[src/rtl/subtractor_nibble_serial_16b.sv]
// Nibble-serial 16-bit unsigned subtractor: diff = in0 - in1 - bin, one nibble
// per cycle through a single gate-level 4-bit ripple-borrow subtractor.
// Ports:
//   clk, rst          clock and synchronous active-high reset
//   in_val/in_rdy     operand handshake (in0, in1, bin sampled on acceptance)
//   out_val/out_rdy   result handshake (diff, bout held while out_val)
//   diff[15:0], bout  result and final borrow-out

// Gate-level 4-bit ripple-borrow subtractor: {bout, diff} = in0 - in1 - bin.
module SubtractorRippleCarry_4b_GL (
  input  logic [3:0] in0,
  input  logic [3:0] in1,
  input  logic       bin,
  output logic [3:0] diff,
  output logic       bout
);

  logic [4:0] brw;
  logic [3:0] axb;

  assign brw[0] = bin;

  // Full-subtractor cell per bit.
  for (genvar i = 0; i < 4; i++) begin : g_bit
    assign axb[i]    = in0[i] ^ in1[i];
    assign diff[i]   = axb[i] ^ brw[i];
    assign brw[i+1]  = (~in0[i] & in1[i]) | (~axb[i] & brw[i]);
  end

  assign bout = brw[4];

endmodule

module subtractor_nibble_serial_16b (
  input  logic        clk,
  input  logic        rst,
  input  logic        in_val,
  output logic        in_rdy,
  input  logic [15:0] in0,
  input  logic [15:0] in1,
  input  logic        bin,
  output logic        out_val,
  input  logic        out_rdy,
  output logic [15:0] diff,
  output logic        bout
);

  localparam int unsigned WIDTH  = 16;
  localparam int unsigned NIB_W  = 4;
  localparam int unsigned CNT_W  = 2;

  typedef enum logic [1:0] {
    IDLE = 2'd0,
    CALC = 2'd1,
    DONE = 2'd2
  } state_e;

  state_e             state_q;
  logic [WIDTH-1:0]   a_q;
  logic [WIDTH-1:0]   b_q;
  logic [WIDTH-1:0]   res_q;
  logic               borrow_q;
  logic [CNT_W-1:0]   cnt_q;

  logic [NIB_W-1:0]   nibble_diff;
  logic               nibble_bout;

  // Low nibble of each operand plus the running borrow feed the subtractor.
  SubtractorRippleCarry_4b_GL u_sub (
    .in0  (a_q[NIB_W-1:0]),
    .in1  (b_q[NIB_W-1:0]),
    .bin  (borrow_q),
    .diff (nibble_diff),
    .bout (nibble_bout)
  );

  // Control and datapath state.
  always_ff @(posedge clk) begin
    if (rst) begin
      state_q  <= IDLE;
      a_q      <= '0;
      b_q      <= '0;
      res_q    <= '0;
      borrow_q <= 1'b0;
      cnt_q    <= '0;
    end else begin
      case (state_q)
        IDLE: begin
          if (in_val) begin
            a_q      <= in0;
            b_q      <= in1;
            borrow_q <= bin;
            cnt_q    <= '0;
            state_q  <= CALC;
          end
        end
        CALC: begin
          // Results enter at the top so the first nibble ends up in bits [3:0].
          res_q    <= {nibble_diff, res_q[WIDTH-1:NIB_W]};
          a_q      <= a_q >> NIB_W;
          b_q      <= b_q >> NIB_W;
          borrow_q <= nibble_bout;
          cnt_q    <= cnt_q + CNT_W'(1);
          if (cnt_q == CNT_W'(3)) begin
            state_q <= DONE;
          end
        end
        DONE: begin
          if (out_rdy) begin
            state_q <= IDLE;
          end
        end
        default: state_q <= IDLE;
      endcase
    end
  end

  // Outputs decode from registered state; reset masks them in its own cycle.
  assign in_rdy  = !rst && (state_q == IDLE);
  assign out_val = !rst && (state_q == DONE);
  assign diff    = rst ? '0 : res_q;
  assign bout    = !rst && borrow_q;

endmodule

[config.mk]
export PLATFORM = sky130hd
export DESIGN_NAME = subtractor_nibble_serial_16b
export DESIGN_NICKNAME = d
export VERILOG_FILES = /design/src/rtl/subtractor_nibble_serial_16b.sv
export SDC_FILE = /design/constraint.sdc
export NUM_CORES = 1
export LEC_CHECK = 0
export ABC_AREA = 1
export CAP_MARGIN = 0
export CORE_UTILIZATION = 35
export DETAILED_ROUTE_END_ITERATION = 6
export PLACE_DENSITY_LB_ADDON = 0.15
export SETUP_SLACK_MARGIN = 0.5
export SLEW_MARGIN = 15
export SYNTH_ARGS = -nofsm -noshare
export SYNTH_HDL_FRONTEND = slang
export SYNTH_HIERARCHICAL = 1
export SYNTH_SLANG_ARGS = --single-unit
[constraint.sdc]
create_clock -name clk -period 2.15 [get_ports clk]
set_clock_uncertainty 0.1 [all_clocks]
set_input_delay 0.3225 -clock clk [delete_from_list [all_inputs] [get_ports clk]]
set_output_delay 0.3225 -clock clk [all_outputs]
set_load 0.03 [all_outputs]
==> results of run 1 <==
## timing repair
item | 4_1_cts | 5_1_grt
hold endpoints to repair | 0 | 0
cloned | 1 | 0
endpoints found under the setup margin | 23 | 13
resized for setup | 9 | 9
pin swaps | 1 | 0
setup buffers | 0 | 0
## logic make-up (layout without fill, tap and decap cells)
kind of cell,count (synthesis),in the layout,synth area share (%)
AO/OA/AOI/OAI,69,69,13.5
adder cells (fa/ha/maj),5,5,3.51
buffers and inverters,111,161,17.4
flip-flops,53,53,40.2
AND/OR/NAND/NOR,172,172,25.4
## per-stage QoR
stage,util (%),instance area [um2]
CTS,47.1,3420
floorplan,-,2650
finish,47.5,3440
global route,47.5,3440
detailed placement,44.9,3260
global placement,44.9,3260
## power breakdown
part	total [mW]	internal, mW	switching (mW)
Clock	0.689	0.380	0.309
Combinational	0.558	0.243	0.314
Sequential	1.11	1.07	0.0388
Total	2.36	1.69	0.662
## critical path: stages, from the launching register on
cell and delay [ns]:
dfxtp_2 0.33, inv_2 0.05, fa_2 0.19, inv_2 0.04
fa_2 0.33, fa_2 0.34, inv_2 0.06, fa_1 0.41
o21ai_2 0.11, a21oi_1 0.04
## sequential cells by signal (all words and copies together), names as in the netlist
name      flops
state_q       2
borrow_q      1
res_q        16
cnt_q         2
b_q          16
a_q          16
## layout make-up
cell class                 instances  area share, %
multi-input combinational        246           33.6
sequential                        53           31.0
timing repair buffer              65           18.8
inverter                          88           9.59
tap                               99           3.60
clock buffer                       7           2.51
clock inverter                     1          0.872
## worst paths after layout
kind | from | endpoint | cells after the start
setup reg to reg | b_q[0] | res_q[15] | 9
setup / recovery | b_q[0] | res_q[15] | 9
hold / removal | res_q[3] | res_q[3] | 2
hold reg to reg | res_q[3] | res_q[3] | 2
## cells in the mapped netlist
library cell / n
o21ai_0: 13
ha_1: 1
o21ai_4: 1
or2_1: 1
inv_2: 1
o21ai_1: 5
fa_1: 4
nor2_2: 2
buf_4: 3
nand2_1: 113
buf_2: 13
nand2_2: 1
nand3_1: 9
inv_1: 87
nor3_1: 2
buf_6: 2
dfxtp_1: 53
nor2_1: 44
a21oi_1: 50
clkbuf_1: 5
## metal layers
metal	vias up	track usage, %
met5	-	0
met4	0	5.28
met3	4	3.08
met2	39	28.6
met1	1015	19.2
li1	1303	-
==> impl_metrics.ini, run 1 <==
[outcome]
outcome = complete, no violations

[synthesis]
ys_ff_latch = 53
synth_area_per_cell_um2 = 6.44
syn-instance-count = 410
yosysUniqueCellTypes = 20
syn_area_mm2 = 0.00264
synth_top_area_share_pct = 40.2
synth_fp_nets = 452
yosysTopAreaCell = dfxtp_1
yosysWarnings = 6
synth_area_leaders = dfxtp_1 (40%), nand2_1 (16%), inv_1 (12%)
synth_seq_area_share_pct = 40.2

[clock_tree]
cts.sinks = 53
clk_pin_slew_ns = 0.09
cts_tree = yes
cts.htree.levels = 2
clockRootBuffer = clkbuf_8
hold_buffers = 0
insertion_delay_ns = 0.30
clk_path_buf_depth = 2
cts-buffers-inserted = 5

[final_layout]
diodes = 0
fin_nets = 501
num-fill-cells = 773
area_growth_pct = 30.5
regArea_mm2 = 0.00107
layout-drive-gt1-share_pct = 12.8
instances_no_fill = 559
layout_common_cells = nand2_1 (113), inv_1 (82), a21oi_1 (49)
layout_commonest_cell = nand2_1
multi_input_area_mm2 = 0.00116

[global_routing]
antenna_found_initial = 0
grt-ovfl-total = 0
grt_pass1_vias = 2163
grt_max_degree = 61
grt_pass1_wl_um = 9630
grt_use_total_pct = 16.0

[die]
chipWidth_um = 88.8
io_pins = 56
initial_core_util_pct = 36.4
die_area_mm2 = 0.00789
core.rowCount = 31
die_y_um = 88.8
core_area_mm2 = 0.00725

[critical_path]
endpoint_kind = flip-flop
crit_required_ns = 2.25
critical_path_class = reg -> reg
rrSetupSlack_ns = 0.05
critPathMaxFanout = 2
startpoint_type = flip-flop
critical_path_arrival_ns = 2.20

[timing]
drv_slew = 0
fin_ws_ns = 0.0494
fmax_mhz = 476
grt_setup_unrepaired = true
worst_hold_slack_ns = 0.355
min_period_ns = 2.10
setup_violations = 0
relSlewSlack_pct = 76.9
worstMarginPinSlew_ns = 0.345
finalSetupTns_ns = 0
finalCritPeriodShare_pct = 97.7
hold_viol = 0

[power_and_ir_drop]
p_leak_nw = 1.64
vdd_drop_max_uv = 287
power_mw = 2.36
power.density_mw_per_mm2 = 684

[worst_hold_path]
hold_class = reg -> reg

[drt]
vias = 2361
drt_first_pass_iters = 4
drt_iter0_markers = 90
m1WireLength_um = 2650
viasPerCell = 4.22
drc = 0
top_layer = met4
wl_met2_um = 2730
dr_wl_met3_um = 163
wl_per_cell_um = 10.0
postRouteAntennaNets = 0
wl_um = 5610

[run]
maxCapViolCount = 0

[place]
dp_hpwl_um = 3910
dpl_worst_slack_ns = 0.0542
gp_congestion = 0.721
placed_cells = 550
port_buffers = 55
Power figures use the tool's default switching activity.
==> run 2: changes to the inputs <==
==> constraint.sdc (replaced) <==
create_clock -name clk -period 2.15 [get_ports clk]
set_clock_uncertainty 0.1 [all_clocks]
set_input_delay 0.43 -clock clk [delete_from_list [all_inputs] [get_ports clk]]
set_output_delay 0.43 -clock clk [all_outputs]
set_load 0.03 [all_outputs]
==> run 2 against run 1 <==
Effect of this change: final cell count is 0.89% higher; fmax is 0.46% lower; count of clock-buffer cells in the layout stayed put; wire length is 6.3% higher; largest power group unchanged.
==> impl_metrics.ini, run 2 (synthesis results as in run 1) <==
[timing]
drv_slew = 0
finalSetupTns_ns = 0
hold_viol = 0
setup_violations = 0
grt_setup_unrepaired = true
min_period_ns = 2.11
relSlewSlack_pct = 76.8
fmax_mhz = 474
finalCritPeriodShare_pct = 98.2
worstMarginPinSlew_ns = 0.347

[global_routing]
grt-ovfl-total = 0
grt_pass1_vias = 2159
grt_pass1_wl_um = 9910
grt_max_degree = 37
grt_use_total_pct = 16.4
antenna_found_initial = 0

[critical_path]
critPathMaxFanout = 2
critical_path_arrival_ns = 2.21
startpoint_type = flip-flop
critical_path_class = reg -> reg
crit_required_ns = 2.25
endpoint_kind = flip-flop

[clock_tree]
insertion_delay_ns = 0.31
cts.htree.levels = 2
clk_path_buf_depth = 2
clk_pin_slew_ns = 0.09
cts_tree = yes
hold_buffers = 0
clockRootBuffer = clkbuf_8
cts.sinks = 53
cts-buffers-inserted = 5

[die]
initial_core_util_pct = 36.4
core_area_mm2 = 0.00725
core.rowCount = 31
io_pins = 56
chipWidth_um = 88.8
die_area_mm2 = 0.00789
die_y_um = 88.8

[power_and_ir_drop]
p_leak_nw = 1.65
power_mw = 2.40
power.density_mw_per_mm2 = 681
vdd_drop_max_uv = 276

[drt]
postRouteAntennaNets = 0
drt_iter0_markers = 86
wl_um = 5960
vias = 2416
viasPerCell = 4.28
drt_first_pass_iters = 4
wl_per_cell_um = 10.6
drc = 0

[final_layout]
num-fill-cells = 762
diodes = 0
layout_common_cells = nand2_1 (113), inv_1 (82), a21oi_1 (50)
layout_commonest_cell = nand2_1
fin_nets = 506
instances_no_fill = 564
layout-drive-gt1-share_pct = 15.7
area_growth_pct = 33.4
fin_area_mm2 = 0.00352
top_regs = a_q x16, b_q x16, res_q x16

[place]
gp_congestion = 0.697
placed_cells = 553
dp_hpwl_um = 4110
port_buffers = 55
placed_area_mm2 = 0.00330

[worst_hold_path]
hold_class = reg -> reg

[outcome]
outcome = complete, no violations

[run]
maxCapViolCount = 0
## run 2: layout make-up
type	instances	area [um2]	area share (%)
Multi-Input combinational cell	246	1190	33.7
Sequential cell	53	1070	30.3
Timing Repair Buffer	70	697	19.8
Inverter	88	330	9.38
Tap cell	99	124	3.52
Clock buffer	7	86.3	2.45
Clock inverter	1	30.0	0.853
## run 2: metrics by stage
stage | setup slack (ns) | utilization (%) | hold slack [ns]
finish | 0.0396 | 48.5 | 0.354
floorplan | 0.123 | - | 0.330
detailed placement | 0.0281 | 45.6 | 0.343
CTS | 0.0240 | 48.2 | 0.337
global route | -0.0430 | 48.5 | 0.387
global placement | 0.0774 | 45.6 | 0.338
## run 2: repair_timing
action                                  4_1_cts  5_1_grt
setup buffers                                 2        0
resized for setup                            21        8
pin swaps                                     1        2
cloned                                        1        0
endpoints found under the setup margin       23       26
## run 2: where the power goes
part	switching, mW	internal (mW)
Combinational	0.328	0.254
Clock	0.326	0.380
Sequential	0.0381	1.07
Total	0.693	1.71
## run 2: final timing paths
| path | startpoint | endpoint | slack [ns] | cells after the start |
|---|---|---|---|---|
| worst max register to register | b_q[0] | res_q[15] | 0.04 | 9 |
| worst max-delay path | b_q[0] | res_q[15] | 0.04 | 9 |
| worst min-delay path | res_q[1] | res_q[1] | 0.35 | 2 |
| worst min register to register | res_q[1] | res_q[1] | 0.35 | 2 |
## run 2: layer usage
layer,track usage [%],up-vias,share of wire (%)
li1,-,1315,-
met1,20.3,1056,47
met2,29.0,40,49
met3,2.80,5,3.3
met4,5.28,0,1.1
met5,0,-,0
## run 2: critical path, stage by stage (launching register included)
cell and delay, ns:
dfxtp_2 0.34, inv_2 0.05, fa_2 0.19, inv_2 0.04, fa_2 0.33, fa_2 0.34, inv_2 0.06, fa_1 0.39
o21ai_1 0.12, a21oi_1 0.05
==> run 3: changes to the inputs <==
CORE_UTILIZATION = 46   (was 35)
==> run 3 against run 2 <==
Effect of this change: register-to-register slack hardly changed; core utilization grew 13 points; setup slack lost 0.010 ns; largest power group unchanged; global-route usage is 3.0 points higher; fmax shrank 0.48%.
==> impl_metrics.ini, run 3 (synthesis results as in run 1) <==
[final_layout]
fin_util_pct = 61.2
top_regs = a_q x16, b_q x16, res_q x16
layout_common_cells = nand2_1 (113), inv_1 (84), a21oi_1 (50)
diodes = 0
layout_commonest_cell = nand2_1
area_growth_pct = 27.7
layout-drive-gt1-share_pct = 14.5
fin_area_mm2 = 0.00337
fin_nets = 504
instances_no_fill = 533

[critical_path]
critical_path_class = reg -> reg
worst-path-buf-inv = 3
critPathMaxFanout = 2
crit_path_top_delay_cell = fa_1
critical_path_arrival_ns = 2.22
endpoint_kind = flip-flop
startpoint_type = flip-flop
reg2reg_depth = 9
crit_family = adder cells
path_cells = inv_1 -> fa_1 -> inv_1 -> fa_2 -> fa_2 -> inv_2 -> fa_1 -> o21ai_1 -> a21oi_1
max_stage_delay_ns = 0.41
critical_path_depth = 9
crit_required_ns = 2.25

[clock_tree]
insertion_delay_ns = 0.30
cts-buffers-inserted = 5
clockRootBuffer = clkbuf_8
clk_pin_slew_ns = 0.09
cts_tree = yes
clk_path_buf_depth = 2
cts.sinks = 53
cts.htree.levels = 2

[die]
core.rowCount = 27
io_pins = 56
core_area_mm2 = 0.00551
die_area_mm2 = 0.00604
initial_core_util_pct = 47.9
die_y_um = 77.7
chipWidth_um = 77.7

[global_routing]
grt_pass1_wl_um = 9220
antenna_found_initial = 0
grt-ovfl-total = 0
grt_pass1_vias = 2152
grt_max_degree = 61
grt_use_total_pct = 19.4

[place]
gp_congestion = 0.810
dp_hpwl_um = 3800
placed_cells = 523
port_buffers = 55
placed_area_mm2 = 0.00324
dpl_worst_slack_ns = 0.0283

[timing]
grt_setup_unrepaired = true
hold_viol = 0
min_period_ns = 2.12
fmax_mhz = 472
fin_ws_ns = 0.0294
worst_hold_slack_ns = 0.355
finalCritPeriodShare_pct = 98.6
worstMarginPinSlew_ns = 0.382
setup_violations = 0
finalSetupTns_ns = 0
relSlewSlack_pct = 74.4
drv_slew = 0

[power_and_ir_drop]
p_leak_nw = 1.61
power_mw = 2.19
vdd_drop_max_uv = 360
power.density_mw_per_mm2 = 649

[drt]
wl_per_cell_um = 10.2
vias = 2494
postRouteAntennaNets = 0
viasPerCell = 4.68
drc = 0
drt_iter0_markers = 108
drt_first_pass_iters = 4
wl_um = 5450

[worst_hold_path]
hold_class = reg -> reg
whs_path_depth = 2

[outcome]
outcome = complete, no violations

[run]
maxCapViolCount = 0
==> run 3: cell types whose count changed in the layout (fill, tap and decap cells not counted), moves of 2 or more <==
cell,change
buf_4,+2
dfxtp_4,+2
buf_6,-3
inv_2,-2
dfxtp_2,-2
inv_1,+2
==> run 3: worst paths after layout <==
kind | from | to | slack, ns
max reg2reg | borrow_q | res_q[15] | 0.03
max | borrow_q | res_q[15] | 0.03
min reg2reg | res_q[3] | res_q[3] | 0.36
min | res_q[3] | res_q[3] | 0.36
==> run 3: power by group <==
part | switching (mW) | total (mW) | internal (mW)
sequential | 0.0429 | 1.11 | 1.07
clock | 0.308 | 0.523 | 0.215
combinational | 0.314 | 0.552 | 0.238
total | 0.664 | 2.19 | 1.52
==> run 3: layout make-up <==
cell class / count / area (um2)
Clock buffer: 5 / 68.8
Clock inverter: 1 / 5.00
Fill cell: 555 / 2140
Inverter: 88 / 330
Multi-Input combinational cell: 246 / 1170
Sequential cell: 53 / 1070
Tap cell: 72 / 90.1
Timing Repair Buffer: 68 / 636
==> run 3: metal layers <==
| metal | global-route usage (%) | vias up | share of wire [%] | wire [um] |
|---|---|---|---|---|
| met5 | 0 | - | 0 | 0 |
| met4 | 8.87 | 0 | 2.3 | 128 |
| met3 | 3.53 | 13 | 2.9 | 156 |
| met2 | 33.5 | 44 | 50 | 2720 |
| met1 | 23.2 | 1132 | 45 | 2450 |
| li1 | - | 1305 | - | - |
==> run 3: what timing repair did <==
action | in CTS | in global routing
pin swaps | 1 | 2
hold buffers | 0 | 0
gates cloned | 1 | 0
buffers inserted | 2 | 1
resized for setup | 15 | 5
endpoints found under the hold margin | 0 | 0
endpoints found under the setup margin | 28 | 19
==> run 3: worst reg2reg max path: stages, from the launching register on <==
cell and delay (ns):
dfxtp_2 0.33, inv_1 0.06, fa_1 0.15, inv_1 0.05, fa_2 0.34, fa_2 0.35, inv_2 0.06, fa_1 0.41
o21ai_1 0.13, a21oi_1 0.05
